[src/rtl/imem_arbiter.sv]
// Instruction-memory arbiter: shares one single-port memory between the
// fetch unit and a loader/debug port. The loader normally has priority, and
// a starve counter forces one fetch turn after a run of loader grants that
// blocked a pending fetch. Read responses are tracked by an owner/kill
// pipeline so that a branch redirect can drop stale fetch data.
module imem_arbiter #(
  parameter int DBITS      = 32,
  parameter int ADDRBITS   = 14,
  parameter int MEM_LAT    = 1,
  parameter int STARVE_MAX = 4
) (
  input  logic                clk,
  input  logic                reset,
  input  logic                fe_req,
  input  logic [ADDRBITS-1:0] fe_addr,
  input  logic                fe_flush,
  output logic                fe_gnt,
  output logic                fe_rvalid,
  output logic [DBITS-1:0]    fe_rdata,
  input  logic                ld_req,
  input  logic                ld_we,
  input  logic [ADDRBITS-1:0] ld_addr,
  input  logic [DBITS-1:0]    ld_wdata,
  output logic                ld_gnt,
  output logic                ld_rvalid,
  output logic [DBITS-1:0]    ld_rdata,
  output logic                mem_en,
  output logic                mem_we,
  output logic [ADDRBITS-1:0] mem_addr,
  output logic [DBITS-1:0]    mem_wdata,
  input  logic [DBITS-1:0]    mem_rdata
);

  typedef enum logic {LD_PRIO = 1'b0, FE_TURN = 1'b1} state_t;

  // One in-flight response slot: own=1 means the loader issued it.
  typedef struct packed {
    logic vld;
    logic own;
    logic kill;
  } rsp_t;

  localparam logic [2:0] STARVE_LAST = 3'(STARVE_MAX - 1);

  state_t                   state_q, state_d;
  logic [2:0]               starve_q, starve_d;
  rsp_t [MEM_LAT-1:0]       pipe_q, pipe_d;
  rsp_t                     rsp_out;

  // State register: FSM state and starve counter
  always_ff @(posedge clk) begin
    if (reset) begin
      state_q  <= LD_PRIO;
      starve_q <= '0;
    end else begin
      state_q  <= state_d;
      starve_q <= starve_d;
    end
  end

  // Next state: count loader grants that blocked a waiting fetch, and give
  // fetch exactly one turn once the run reaches STARVE_MAX grants
  always_comb begin
    state_d  = LD_PRIO;
    starve_d = starve_q;
    if (!fe_req || fe_gnt)
      starve_d = '0;
    else if (ld_gnt && starve_q != 3'h7)
      starve_d = starve_q + 3'd1;
    if (state_q == LD_PRIO && ld_gnt && fe_req && starve_q == STARVE_LAST)
      state_d = FE_TURN;
  end

  // Output decode: grants, combinational from requests and current state;
  // forced low while in reset
  always_comb begin
    fe_gnt = 1'b0;
    ld_gnt = 1'b0;
    if (!reset) begin
      case (state_q)
        LD_PRIO: begin
          ld_gnt = ld_req;
          fe_gnt = fe_req & ~ld_req;
        end
        FE_TURN: begin
          fe_gnt = fe_req;
          ld_gnt = ld_req & ~fe_req;
        end
        default: ;
      endcase
    end
  end

  // Memory command mux; idle cycles present an all-zero command
  always_comb begin
    mem_en    = fe_gnt | ld_gnt;
    mem_we    = ld_gnt & ld_we;
    mem_addr  = '0;
    mem_wdata = '0;
    if (fe_gnt)
      mem_addr = fe_addr;
    else if (ld_gnt) begin
      mem_addr  = ld_addr;
      mem_wdata = ld_wdata;
    end
  end

  // Response tracking: new entry at stage 0, shift toward the memory's
  // return point; a flush marks every fetch entry still travelling,
  // including the one being issued in the same cycle
  always_comb begin
    pipe_d        = pipe_q;
    pipe_d[0].vld  = fe_gnt | (ld_gnt & ~ld_we);
    pipe_d[0].own  = ld_gnt;
    pipe_d[0].kill = 1'b0;
    for (int i = 1; i < MEM_LAT; i++)
      pipe_d[i] = pipe_q[i-1];
    if (fe_flush) begin
      for (int i = 0; i < MEM_LAT; i++)
        if (!pipe_d[i].own) pipe_d[i].kill = 1'b1;
    end
  end

  // Response pipeline register; reset drops anything in flight
  always_ff @(posedge clk) begin
    if (reset) pipe_q <= '0;
    else       pipe_q <= pipe_d;
  end

  assign rsp_out = pipe_q[MEM_LAT-1];

  // Response steering: last stage lines up with mem_rdata; rdata is zero
  // whenever its valid is low
  always_comb begin
    fe_rvalid = ~reset & rsp_out.vld & ~rsp_out.own & ~rsp_out.kill;
    ld_rvalid = ~reset & rsp_out.vld & rsp_out.own;
    fe_rdata  = fe_rvalid ? mem_rdata : '0;
    ld_rdata  = ld_rvalid ? mem_rdata : '0;
  end

endmodule

[config.mk]
export PLATFORM = sky130hd
export DESIGN_NAME = imem_arbiter
export DESIGN_NICKNAME = d
export VERILOG_FILES = /design/src/rtl/imem_arbiter.sv
export SDC_FILE = /design/constraint.sdc
export NUM_CORES = 1
export LEC_CHECK = 0
export CORE_MARGIN = 2
export CORE_UTILIZATION = 19
export DETAILED_ROUTE_END_ITERATION = 8
export PLACE_DENSITY = 0.81
export RECOVER_POWER = 25
export SYNTH_ARGS = -nofsm -noshare
export SYNTH_HDL_FRONTEND = slang
export SYNTH_SLANG_ARGS = --single-unit
[constraint.sdc]
create_clock -name clk -period 1.6 [get_ports clk]
set_clock_uncertainty 0.05 [all_clocks]
set_input_delay 0.24 -clock clk [delete_from_list [all_inputs] [get_ports clk]]
set_output_delay 0.24 -clock clk [all_outputs]
set_load 0.005 [all_outputs]
==> results of run 1 <==
[metal layers]
layer / up-vias / share of wire, %
li1: 1092 / -
met2: 143 / 57
met3: 14 / 9.6
met1: 1039 / 30
met4: 0 / 2.9
met5: - / 0
[state kept, by name, indices dropped and copies added (netlist names)]
register / count
pipe_q: 3
starve_q: 3
state_q: 1
[synth_stat cells, drive strengths merged]
master / instances
a21oi: 2
nor3: 1
clkbuf: 11
ha: 3
inv: 4
nand2: 1
buf: 5
and3b: 1
nor2: 5
a22o: 14
nand2b: 1
nand4: 1
a21o: 1
or4: 1
nand3b: 1
and2: 65
and3: 32
nor3b: 2
dfxtp: 7
a31oi: 1
o31ai: 2
nor4b: 1
nor2b: 2
a311oi: 1
[repair_timing]
item,CTS,global route
gates cloned,8,2
pin swaps,36,44
resized for setup,501,148
setup buffers,30,9
endpoints found under the setup margin,117,97
[kinds of logic after synthesis]
group,after synthesis
compound gates,21
fa+ha+maj,3
buf+inv,20
flops,7
simple gates,114
[worst max-delay path, cell delays in order (launching register included)]
cell	delay [ns]
dfxtp_2	0.33
nor4b_4	0.24
buf_4	0.18
buf_12	0.12
buf_8	0.12
buf_6	0.09
and2_4	0.13
buf_6	0.08
[worst max path at each step]
stage	to	slack (ns)	cells past startpoint
after floorplan	starve_q[0]	0.15	4
after global placement	ld_rdata[7]	-0.72	6
after detailed placement	ld_rdata[31]	-0.77	6
after CTS	fe_rdata[11]	-0.20	7
after global routing	fe_rdata[11]	-0.25	7
final	fe_rdata[21]	-0.21	7
[where the power goes]
part	total, W	internal, W	switching (W)
Combinational	0.000715	0.000505	0.000210
Sequential	0.000184	0.000180	0.00000418
Clock	0.000255	0.000173	0.0000819
Total	0.00115	0.000857	0.000296
[metrics by stage]
stage | area [sq um] | cells | total power (W)
after CTS | 3825 | 495 | 0.001076
after floorplan | 1175 | 165 | 0.0003150
final | 4295 | 501 | 0.001153
after detailed placement | 3517 | 454 | 0.0007747
after global routing | 4293 | 500 | 0.001210
after global placement | 3517 | 454 | 0.0007673
[final cells by class]
type                    instances  share of cell area (%)
multi-input cells             138                   29.04
flip-flops and latches          7                   3.408
repair buffers                272                   63.91
inverters                       4                  0.3495
well taps                      75                   2.185
diodes                          1                 0.05826
clock buffers                   4                   1.049
==> results.md, run 1 <==
* Mux cell area share after synthesis at 0%
* Critical path origin: pipe_q[1]
* Hold buffer count at CTS at 0
* Antenna-violating nets left at 0
* Pwr/cell area at 268.5 mW/mm^2
* Wirelength, routed at 8.385 mm
* Register bit total from synthesis at 7
* Adder-Cell Fraction of Synth Area at 3.195%
* IO Port Bufs at 213
* Fin util at 72.12%
* Initial antenna violation count at 0
* Run status: complete, but fails checks
* Synthesized cell area at 0.001175 sq mm
* RePlAce Congestion at 0.7256
* Hold_sp: reset
* Sequential-to-total area share from yosys stat at 11.93%
* Largest family of logic cells by synthesized area: simple AND/OR/NAND/NOR gates
* Worst slew margin at 74.31%
* Min Tclk post-route at 1.807 ns
* Die width at 82.64 microns
* H-tree depth at 1
* Origin of the critical flop-to-flop path: starve_q[0]
* Most common cell after layout, fill and taps aside: clkdlybuf4s50_1
* First DRT Iteration DRCs at 15
* GRT busiest layer: met2
* Mapped Avg Cell Area at 7.120 sq um
* Number of vias after detailed routing at 2288
* CP Class: reg2out
* GR Util All Layers at 20.20%
* Initial Util at 19.73%
* Library cells used by synthesis at 27
* Required @ worst endpoint at 1.31 ns
* Final Slew Violations at 0
* Clock tree buffer depth at 2
* Tcrit/Tclk final at 113.0%
* Fmax at 553.3 MHz
* Count of final hold-check violations at 0
* CTS Buf Count at 3
* Simple-gate portion of the synthesized area at 62.83%
* Synth-to-Final Area Change at 265.6%
* Layout Nets at 527
* Fraction of synthesized cell area in xor and xnor cells at 0%
* Synth Area in Compound Gates at 14.48%
* Dpl ws at -0.7675 ns
* Failing checks: negative setup slack
* Met1 Track Usage GR at 17.40%
* Cell depth of the worst flop-to-flop path at 4
* R2R Setup Slk at 0.06 ns
* Vias per inst at 4.567
* Worst-margin pin slew at 0.3854 ns
* RSZ-0062 raised after global routing: yes
* Global-route wire length before repair at 10.45 mm
* Met2 usage at 42.90%
* Fin Hold WS at 0.3171 ns
* Syn Nets at 266
* Yosys synthesis warning count at 0
* Num Clock Sinks at 7
* Die ar. at 0.006829 sq mm
* Die Ht at 82.64 microns
* Worst skew pair latency at 0.23 ns
* First drt pass iteration count at 4
* Setup TNS at -5.385 ns
* Multi-input logic area at 0.001247 sq mm
* Area share of the largest cell type after synthesis at 34.61%
* Synth area leaders: and2_1 35%, and3_1 17%, dfxtp_1 12%
* Total core area at 0.005956 sq mm
* Arr. time, crit path at 1.52 ns
* Met3 Use GR at 3.261%
* Clock root buffer master: clkbuf_8
* Cells after synthesis at 165
* Clock transition at the registers of the reported paths at 0.04 ns
* Hold path endpoint: pipe_q[0]
* Row count at 28
* # IOs at 214
* GR Overflow Total at 0
* Leak at 2.094 nW
* Commonest cells after routing, fill and taps aside: 94 x clkdlybuf4s50_1, 88 x buf_6, 45 x and2_4
* DP Wirelength at 5.475 mm
* Worst-path fanout max at 7
* DR WL/cell at 16.74 microns
* Share of layout cells above drive strength 1 at 60.00%
* Drc violations at 0
* Final setup vio count at 49
* Worst hold stages at 3
* Worst R2R End: starve_q[0]
* Worst hold path type: in2reg
* CP Capture Type: output port
* Largest net degree at the start of global routing at 18
* Max Cap Viol at 0
* Synth area leader: and2_1
* CP Launch Type: register
* TritonCTS clock tree: built
* Register area at 146.4 sq um
* Fill cells at 432
* Vias in the first global route at 2195
* VDD IR max at 0.0001958 V
* Setup ws final at -0.2075 ns
(Power assumes the default switching activity.)
==> run 2: changes to the inputs <==
--- a/config.mk
+++ b/config.mk
@@ -5,9 +5,11 @@
 export SDC_FILE = /design/constraint.sdc
 export NUM_CORES = 1
 export LEC_CHECK = 0
+export CORE_ASPECT_RATIO = 0.75
 export CORE_MARGIN = 2
 export CORE_UTILIZATION = 19
 export DETAILED_ROUTE_END_ITERATION = 8
+export HOLD_SLACK_MARGIN = 0.15
 export PLACE_DENSITY = 0.81
 export RECOVER_POWER = 25
 export SYNTH_ARGS = -nofsm -noshare
==> run 2 against run 1 <==
- the run still ends with negative setup slack left
- sequential share of layout area about the same
- combinational power down 5.9%
- total power down 3.4%
- die area about the same
- utilization down 0.098 points
- clock-buffer cell count down 1
- non-clock buffer count up 4
- clock power about the same
- routed wire length up 3.6%
- sequential power about the same
- hold slack worse by 0.0028 ns
- critical endpoint is now fe_rdata[18]
- largest power group unchanged
==> results.md, run 2 (same netlist as run 1, synthesis figures left out) <==
* Run status: complete, but fails checks
* Failing checks: negative setup slack
* Arr. time, crit path at 1.58 ns
* Clock network power share at 23.2%
* First drt pass iteration count at 6
* IO Port Bufs at 213
* Vias per inst at 4.513
* Fmax at 535.7 MHz
* Largest net degree at the start of global routing at 18
* Share of power burned in registers at 16.5%
* RePlAce Congestion at 0.7201
* CP Capture Type: output port
* Die width at 94.80 microns
* Global-route wire length before repair at 11.49 mm
* Initial Util at 19.96%
* CP Launch Type: register
* Diode count at 0
* Buf+Inv Stages, Crit Path at 5
* Crit-path cells: nor4b_4 -> buf_4 -> clkbuf_16 -> buf_6 -> buf_6 -> and2_4 -> buf_6
* Worst hold path type: in2reg
* Critical path's slowest cell: dfxtp_2
* P_int at 0.0008164 W
* Commonest cells after routing, fill and taps aside: 94 x clkdlybuf4s50_1, 78 x buf_6, 50 x and2_4
* Row count at 24
* Biggest regs: pipe_q (3), starve_q (3), state_q (1)
* Antenna-violating nets left at 0
* R2R Setup Slk at 0.06 ns
* Worst-margin pin slew at 0.2450 ns
* Clock root buffer master: clkbuf_8
* Worst-path fanout max at 3
* Clock tree buffer depth at 2
* Final setup vio count at 53
* Switching share of total power at 26.76%
* Cell Count, Final, Fillers Out at 507
* H-tree depth at 1
* Die Ht at 72.10 microns
* First DRT Iteration DRCs at 52
* Worst skew pair latency at 0.23 ns
* VDD IR max at 0.0003093 V
* DR WL/cell at 17.14 microns
* GR Util All Layers at 21.33%
* Num Clock Sinks at 7
* Hold buffer count at CTS at 0
* Leak at 2.158 nW
* Worst slew margin at 83.55%
* TritonCTS clock tree: built
* DP Wirelength at 5.309 mm
* Clock transition at the registers of the reported paths at 0.05 ns
* Setup ws final at -0.2669 ns
* # IOs at 214
* Family with the most delay on the worst path: buffers and inverters
* RSZ-0062 raised after global routing: yes
* Crit path top cell by count: buf_6
* Die ar. at 0.006835 sq mm
* Wirelength, routed at 8.690 mm
* Layout Nets at 531
* Min Tclk post-route at 1.867 ns
* Required @ worst endpoint at 1.31 ns
* Drc violations at 0
* Most common cell after layout, fill and taps aside: clkdlybuf4s50_1
* Synth-to-Final Area Change at 260.8%
* Cell Count Post-Placement at 454
* GR Overflow Total at 0
* Vias in the first global route at 2296
* Share of layout cells above drive strength 1 at 53.15%
* Max Cap Viol at 0
* Count of final hold-check violations at 0
* CP Class: reg2out
* Initial antenna violation count at 0
* Dpl ws at -0.7639 ns
* Total core area at 0.005886 sq mm
* Combinational power share at 60.3%
* Sw Pwr at 0.0002984 W
* Slowest cell delay on critical path at 0.34 ns
* Number of vias after detailed routing at 2288
* Fin Hold WS at 0.3143 ns
* CTS Buf Count at 3
* Pwr/cell area at 263.0 mW/mm^2
* Final Slew Violations at 0
* Tcrit/Tclk final at 116.7%
==> run 2: worst reg2reg max path, delay by kind of cell, from the launching register on <==
kind	cells	cell delay, ns
AOI/OAI and AO/OA	1	0.14
and+or+nand+nor	1	0.52
adders and majority gates	2	0.44
DFF	1	0.33
==> run 2: power groups by stage <==
stage          sequential [W]  combinational (W)  clock (W)
6_report             0.000184           0.000673   0.000258
5_1_grt              0.000184           0.000711   0.000272
4_1_cts              0.000183           0.000635   0.000259
3_5_place_dp         0.000188           0.000580          0
3_3_place_gp         0.000187           0.000569          0
2_1_floorplan        0.000187           0.000128          0
==> run 2: metal layers <==
metal  share of wire (%)  global-route usage (%)  up-vias
met5                   0                       0        -
met4                0.59                   3.543        0
met3                 8.1                   4.154        4
met2                  57                   44.92      120
met1                  35                   21.61     1065
li1                    -                       -     1099
==> run 2: final timing paths <==
| path | start | end | cells after the start |
|---|---|---|---|
| max | pipe_q[1] | fe_rdata[18] | 7 |
| min | reset | pipe_q[0] | 2 |
| max reg2reg | starve_q[0] | starve_q[0] | 4 |
| min reg2reg | starve_q[1] | starve_q[1] | 2 |
==> run 2: stage by stage <==
| stage | util (%) | power (W) | area [sq um] | TNS, ns |
|---|---|---|---|---|
| after floorplan | - | 0.0003150 | 1175 | 0 |
| after global placement | 59.44 | 0.0007563 | 3498 | -75.14 |
| after detailed placement | 59.44 | 0.0007681 | 3498 | -80.03 |
| after CTS | 68.24 | 0.001077 | 4016 | -10.16 |
| after global routing | 72.02 | 0.001166 | 4239 | -10.65 |
| final | 72.02 | 0.001115 | 4239 | -7.768 |
==> run 2: repair_timing <==
item,4_1_cts,5_1_grt
setup buffers,35,8
gates cloned,10,3
pin swaps,36,32
gates resized for setup,450,119
endpoints found under the setup margin,117,110
==> run 2: layout make-up <==
class | count | area, sq um
clock inverters | 1 | 5.005
multi-input cells | 138 | 1116
repair buffers | 276 | 2818
fillers | 417 | 1647
clock buffers | 3 | 41.29
inverters | 4 | 15.01
flip-flops and latches | 7 | 146.4
well taps | 78 | 97.59
